`src/rtl/imem_loader.sv`:
```
// Instruction-memory loader: length-prefixed little-endian byte stream to 32-bit word writes.
// Optional trailing XOR checksum byte when IMEM_LOADER_CHECKSUM_EN is defined.
module imem_loader (
    input  logic        clk,
    input  logic        rst_n,
    input  logic        start,
    input  logic        byte_valid,
    input  logic [7:0]  byte_data,
    output logic        byte_ready,
    output logic        imem_we,
    output logic [31:0] imem_addr,
    output logic [31:0] imem_wdata,
    output logic        cpu_hold,
    output logic        load_done,
    output logic        load_err,
    output logic [15:0] word_cnt
);

    typedef enum logic [2:0] {IDLE, LEN0, LEN1, DATA, WRITE, CSUM, DONE} state_t;

`ifdef IMEM_LOADER_CHECKSUM_EN
    localparam state_t END_STATE = CSUM;
`else
    localparam state_t END_STATE = DONE;
`endif

    state_t      state, state_nxt;
    logic [15:0] len;
    logic [23:0] asm_q;
    logic [1:0]  byte_idx;
    logic        accept;
    logic        last_word;

    assign accept    = byte_valid && byte_ready;
    // 17-bit compare so word_cnt+1 never wraps against N=65535
    assign last_word = ({1'b0, word_cnt} + 17'd1) >= {1'b0, len};
    assign cpu_hold  = (state != DONE);
    assign load_done = (state == DONE);

    always_ff @(posedge clk or negedge rst_n) begin
        if (!rst_n) begin
            state <= IDLE;
        end else begin
            state <= state_nxt;
        end
    end

    always_comb begin
        state_nxt  = state;
        byte_ready = 1'b0;
        imem_we    = 1'b0;
        case (state)
            IDLE: begin
                if (start) state_nxt = LEN0;
            end
            LEN0: begin
                byte_ready = 1'b1;
                if (accept) state_nxt = LEN1;
            end
            LEN1: begin
                byte_ready = 1'b1;
                if (accept) begin
                    if ({byte_data, len[7:0]} == 16'd0) state_nxt = END_STATE;
                    else                                state_nxt = DATA;
                end
            end
            DATA: begin
                byte_ready = 1'b1;
                if (accept && byte_idx == 2'd3) state_nxt = WRITE;
            end
            WRITE: begin
                imem_we   = 1'b1;
                state_nxt = last_word ? END_STATE : DATA;
            end
            CSUM: begin
                byte_ready = 1'b1;
                if (accept) state_nxt = DONE;
            end
            DONE: begin
                if (start) state_nxt = LEN0;
            end
            default: state_nxt = IDLE;
        endcase
    end

    always_ff @(posedge clk or negedge rst_n) begin
        if (!rst_n) begin
            len        <= '0;
            asm_q      <= '0;
            byte_idx   <= '0;
            word_cnt   <= '0;
            imem_addr  <= '0;
            imem_wdata <= '0;
        end else begin
            case (state)
                IDLE, DONE: begin
                    if (start) begin
                        len      <= '0;
                        asm_q    <= '0;
                        byte_idx <= '0;
                        word_cnt <= '0;
                    end
                end
                LEN0: if (accept) len[7:0]  <= byte_data;
                LEN1: if (accept) len[15:8] <= byte_data;
                DATA: begin
                    if (accept) begin
                        byte_idx <= byte_idx + 2'd1;
                        case (byte_idx)
                            2'd0: asm_q[7:0]   <= byte_data;
                            2'd1: asm_q[15:8]  <= byte_data;
                            2'd2: asm_q[23:16] <= byte_data;
                            default: begin
                                // Address/data captured on entry to WRITE and held afterwards
                                imem_wdata <= {byte_data, asm_q};
                                imem_addr  <= {14'd0, word_cnt, 2'b00};
                            end
                        endcase
                    end
                end
                WRITE: word_cnt <= word_cnt + 16'd1;
                default: ;
            endcase
        end
    end

`ifdef IMEM_LOADER_CHECKSUM_EN
    logic [7:0] csum;

    always_ff @(posedge clk or negedge rst_n) begin
        if (!rst_n) begin
            csum     <= '0;
            load_err <= 1'b0;
        end else begin
            case (state)
                IDLE, DONE: begin
                    if (start) begin
                        csum     <= '0;
                        load_err <= 1'b0;
                    end
                end
                DATA: if (accept) csum <= csum ^ byte_data;
                CSUM: if (accept) load_err <= (byte_data != csum);
                default: ;
            endcase
        end
    end
`else
    assign load_err = 1'b0;
`endif

endmodule

```
`config.mk`:
```
export PLATFORM = sky130hd
export DESIGN_NAME = imem_loader
export DESIGN_NICKNAME = d
export VERILOG_FILES = /design/src/rtl/imem_loader.sv
export SDC_FILE = /design/constraint.sdc
export NUM_CORES = 1
export LEC_CHECK = 0
export BUFFER_PORTS_ARGS = -buffer_cell sky130_fd_sc_hd__buf_2
export CAP_MARGIN = 20
export CORE_ASPECT_RATIO = 0.5
export CORE_UTILIZATION = 51
export CTS_CLUSTER_DIAMETER = 40
export DETAILED_ROUTE_END_ITERATION = 10
export MAX_ROUTING_LAYER = met4
export PLACE_DENSITY = 0.77
export SLEW_MARGIN = 30
export SYNTH_ARGS = -nofsm -noshare
export SYNTH_HDL_FRONTEND = slang
export SYNTH_SLANG_ARGS = --single-unit
```
`constraint.sdc`:
```
create_clock -name clk -period 2.6 [get_ports clk]
set_input_delay 0.26 -clock clk [delete_from_list [all_inputs] [get_ports clk]]
set_output_delay 0.26 -clock clk [all_outputs]
set_load 0.03 [all_outputs]
```
# Word level (Yosys, flattened, before mapping)
# Cells that the tools add are included.
[op_classes]
n_addsub = 3
n_lt_le_gt_ge = 1
eq_ne = 19
muxes = 24
bitwise_logic = 1
n_reduce_logical = 21
[op_table]
columns = ["operator", "count"]
rows = [
  ["$mux 24", 2],
  ["$pmux 24 s2", 1],
  ["$mux 8", 4],
  ["$pmux 16 s2", 1],
  ["$pmux 8 s2", 2],
  ["$mux 3", 7],
  ["$pmux 3 s6", 1],
  ["$add 16x1->17 const B", 1],
  ["$ge 17x16->1", 1],
  ["$add 16x1->16 const B", 1],
  ["$logic_not 16->1", 1],
  ["$mux 16", 1],
  ["$reduce_and 3->1", 4],
  ["$reduce_and 4->1", 3],
  ["$ne 2x2->1 const B", 5],
  ["$eq 3x3->1 const B", 3],
  ["$ne 2x1->1 const B", 4],
  ["$reduce_bool 2->1", 4],
  ["$eq 3x2->1 const B", 2],
  ["$reduce_and 5->1", 1],
  ["$eq 2x2->1 const B", 2],
  ["$mux 2", 2],
  ["$pmux 2 s2", 1],
  ["$reduce_or 4->1", 1],
  ["12 further kinds", 14],
]
[totals]
register_bits = 109
output_inout_bits = 85
wordCells = 79

# Depth between registers and ports, before layout
[depth]
ltp_word = 7
ltp_mapped = 12
depth_no_buf = 11

# Worst setup path after synthesis
# OpenSTA, ideal clock, no wires.
[synth_timing]
path_kind = "register to register"
from = "reg word_cnt[0]"
to = "reg state[2]"
t_arrival_ns = 2.863
setup_slack_ns = -0.357
stages_incl_launch_ff = 12
period_less_slack_ns = 2.957
cell_sequence = "dfrtp_1 ha_1 nand3_4 nor4_4 nand3_1 xnor2_1 ha_1 nand2_1 nor3_1 o311ai_0 a41o_1 a211oi_1"
[synth_via]
elab_chain_cells = 4
[synth_lines]
columns = ["element", "line", "rtl"]
rows = [
  ["start, declared", "16", "output logic [15:0] word_cnt"],
  ["start signal, assigned", "121", "WRITE: word_cnt <= word_cnt + 16'd1;"],
  ["$add 16x1->17", "36", "assign last_word = ({1'b0, word_cnt} + 17'd1) >= {1'b0, len};"],
  ["$ge 17x16->1", "36", ""],
  ["$mux 3", "73", "state_nxt = last_word ? END_STATE : DATA;"],
  ["$pmux 3 s6", "52", "case (state)"],
  ["end signal, assigned", "44", "state <= state_nxt;"],
  ["end, declared", "27", "state_t state, state_nxt;"],
]
# No other way between the ends.
# A chain may end at the register's enable or synchronous reset.

# Final worst setup path
[layout_timing]
from = "reg word_cnt[7]"
to = "reg state[2]"
# Same word-level chain as after synthesis.

==> summary.txt <==
Run status
  • Outcome: completed

Pwr
  • Switching power share of the total: roughly two fifths
  • Power share of the clock group: between 10% and 20%
  • Comb power frac: between 40% and 50%
  • Switching power of the nets: around 3.1 mW
  • Internal power: between 4 and 5 mW
  • Worst VDD drop: approximately 530 uV
  • Pwr Density: between 1000 and 1500 nW/um^2
  • LEAKAGE: about 3.3 nW
  • Seq pwr share: a little over a third

Critical path
  • R2R depth: 10
  • Reg2reg setup slack: between 0.05 and 0.06 ns
  • CP Launch Type: flop
  • Reg2reg end: state[2]
  • Setup crit end kind: flop
  • CP Depth: 10
  • Crit path buf inv count: 1
  • Crit path max-delay family: compound AO/OA/AOI/OAI gates
  • Reg2reg start: word_cnt[7]
  • Slowest-stage cell, CP: dfrtp_2
  • Data arrival, critical path: between 2 and 3 ns
  • CP required: around 2.8 ns
  • Worst path cell trace: nand4_1 > nor4_4 > buf_4 > xor2_1 > ha_1 > a211oi_2 > o21ai_1 > a22oi_2 > a41o_1 > a211oi_2
  • Max incr delay on CP: around 0.46 ns
  • Worst setup path category: reg -> reg
  • CP Max Fanout: 8
  • Most common cell on crit path: a211oi_2

Logic synthesis
  • Synth Register Bits: 109
  • Synth Warn #: 0
  • Post-synthesis sequential area ratio: approximately half
  • Post-synthesis cell count: approximately 470
  • Post-synth ARST share: 100%
  • Distinct cells, synth: 53
  • Syn avg cell area: between 10 and 15 sq um
  • Synthesized cell area: between 5000 and 6000 sq um
  • Synth Flop Type: dfrtp_1
  • Number of synthesized flops with an enable pin: 0

Place
  • PortBufs: 79
  • Placer Congestion: approximately 0.92
  • HPWL Detailed: between 8000 and 9000 microns
  • Post-DP Area: 6030 sq um
  • Pre-CTS setup slack: -0.00619 ns
  • Inst Count DP: between 600 and 700

GRT
  • M1 GR Usage: 30.8%
  • Met3 GRT Util: 4.61%
  • Global route overflow: 0
  • Largest net degree at the start of global routing: 47
  • Vias in the first global route: approximately 3600
  • Initial antenna violation count: 0
  • Global route hottest layer: met2
  • First-pass GRT wire length: ~19000 microns
  • Gr usage total: about a quarter
  • GRT met2 Usage: 37.3%

Timing
  • FMAX: 393 MHz
  • Worst slew margin: between 50% and 60%
  • Setup TNS: 0 ns
  • Setup repair after global routing missed its margin: yes
  • Worst-Margin Slew: about 0.64 ns
  • Max-slew violations: 0
  • Final Hold Fails: 0
  • Crit share post-route: between 90 and 100%
  • Setup Skew: 0.00771 ns
  • Crit path time final: 2.54 ns
  • Endpoints failing setup: 0
  • Final setup margin: 0.0563 ns

Route
  • DRT Pass-1 Iters: 4
  • Drt first-iter violations: 198
  • Vias per std cell: about 5.4
  • DRC viols: 0
  • Post-Route WL: between 10000 and 15000 microns
  • WL/cell: 16.7 microns
  • Post-route ant nets: 0
  • Vias: 3871

Layout
  • Synth-to-Final Area Change: 20.5%
  • Post-Layout Cell Count: 718
  • Fillers: around 800
  • Most common cell after layout, fill and taps aside: dfrtp_1
  • Post-layout util: 63.7%
  • Design area: 6550 sq um
  • Layout cells sized above 1: between 40% and 50%
  • Number of diodes: 0
  • Nets@finish: 606
  • Commonest non-fill, non-tap cells in the layout: 99 x dfrtp_1, 78 x buf_2, 72 x mux2_2, 34 x nand2_1, 30 x buf_4

Min path
  • Worst hold endpoint: len[12]
  • WHS Path Cells: 2
  • Hold WC Path Type: in -> reg
  • Hold wc startpoint: byte_data[4]

Clock tree
  • Clock Latency Late Sink: 0.36 ns
  • Clock Tree Root: clkbuf_16
  • Reg clk slew, reported paths: approximately 0.080 ns
  • Sink Count: 109
  • TritonCTS clock tree: built
  • H-tree levels: 3
  • Longest Clk Path Bufs: 2
  • TritonCTS Buffers: 9

Floorplan
  • Die W: around 150 microns
  • Die ar.: ~11000 sq um
  • Core area: just over 10000 sq um
  • FP Rows: 26
  • Starting Density: ~53%
  • DIE HEIGHT: 75.0 microns
  • I/O Pins: 97

Run
  • Max_cap viols: 0
-- stage by stage --
step                hold slack [ns]  power, mW
floorplan                   -0.0356       5.03
global placement              0.309       5.79
detailed placement            0.311       5.90
CTS                           0.207       7.43
global route                  0.232       7.90
finish                        0.214       7.47
-- how the worst max path moves through the flow --
stage / slack [ns] / end / from
global route: -0.05 / state[2] / word_cnt[7]
detailed placement: -0.006 / state[2] / word_cnt[0]
global placement: 0.13 / state[2] / word_cnt[0]
CTS: 0.02 / state[2] / word_cnt[9]
floorplan: 0.005 / state[2] / word_cnt[7]
finish: 0.06 / state[2] / word_cnt[7]
-- power groups by stage --
stage	logic (mW)	clock network, mW	registers [mW]
finish	3.28	1.47	2.72
global route	3.56	1.55	2.79
CTS	3.20	1.50	2.73
detailed placement	3.15	0	2.75
global placement	3.06	0	2.73
floorplan	1.61	0	3.42
-- layout make-up --
type                    instances  area (sq um)  share of cell area, %
flip-flops and latches        109          2740                   41.9
well taps                     140           175                   2.68
clock buffers                   9           225                   3.44
clock inverters                 7           104                   1.59
inverters                      26          97.6                   1.49
multi-input cells             315          2520                   38.5
repair buffers                112           686                   10.5
-- what timing repair did --
action | 4_1_cts | 5_1_grt
endpoints found under the setup margin | 2 | 2
setup buffers | 1 | 15
gates resized for setup | 4 | 10
pin swaps | 1 | 2
endpoints found under the hold margin | 44 | 0
hold buffers | 1 | 0
-- cells by family after synthesis --
kind of cell,after synthesis,share of synthesized area [%]
DFF,109,50.2
and+or+nand+nor,104,10.1
AOI/OAI and AO/OA,86,11.3
muxes,73,15.2
buffers and inverters,61,6.01
adders and majority gates,21,4.84
xor gates and xnor gates,14,2.26
other,1,0.0690
-- cell usage after synthesis, types with 6 or more instances --
| cell type | n | area [sq um] |
|---|---|---|
| xnor2_1 | 8 | 70.1 |
| mux2_2 | 72 | 811 |
| xor2_1 | 6 | 52.6 |
| dfrtp_1 | 109 | 2730 |
| ha_1 | 21 | 263 |
| nand2_1 | 35 | 131 |
| a21oi_1 | 14 | 70.1 |
| clkbuf_1 | 7 | 26.3 |
| buf_4 | 18 | 135 |
| o21ai_0 | 24 | 120 |
| nand3_1 | 14 | 70.1 |
| nor2_1 | 23 | 86.3 |
| a31o_2 | 8 | 70.1 |
| buf_2 | 6 | 30.0 |
| and2_1 | 9 | 56.3 |
| inv_1 | 26 | 97.6 |
| a22o_1 | 10 | 87.6 |
-- registers in the layout (all words and copies together), names as in the netlist --
signal	count
imem_wdata	32
asm_q	24
imem_addr	16
len	16
word_cnt	16
state	3
byte_idx	2
-- routing by layer --
layer	share of wire (%)	vias up	wire length, microns
li1	-	1841	-
met1	46	1902	5540
met2	47	114	5640
met3	5.2	14	617
met4	1.4	0	170
met5	0	-	0
(Power assumes the default switching activity.)
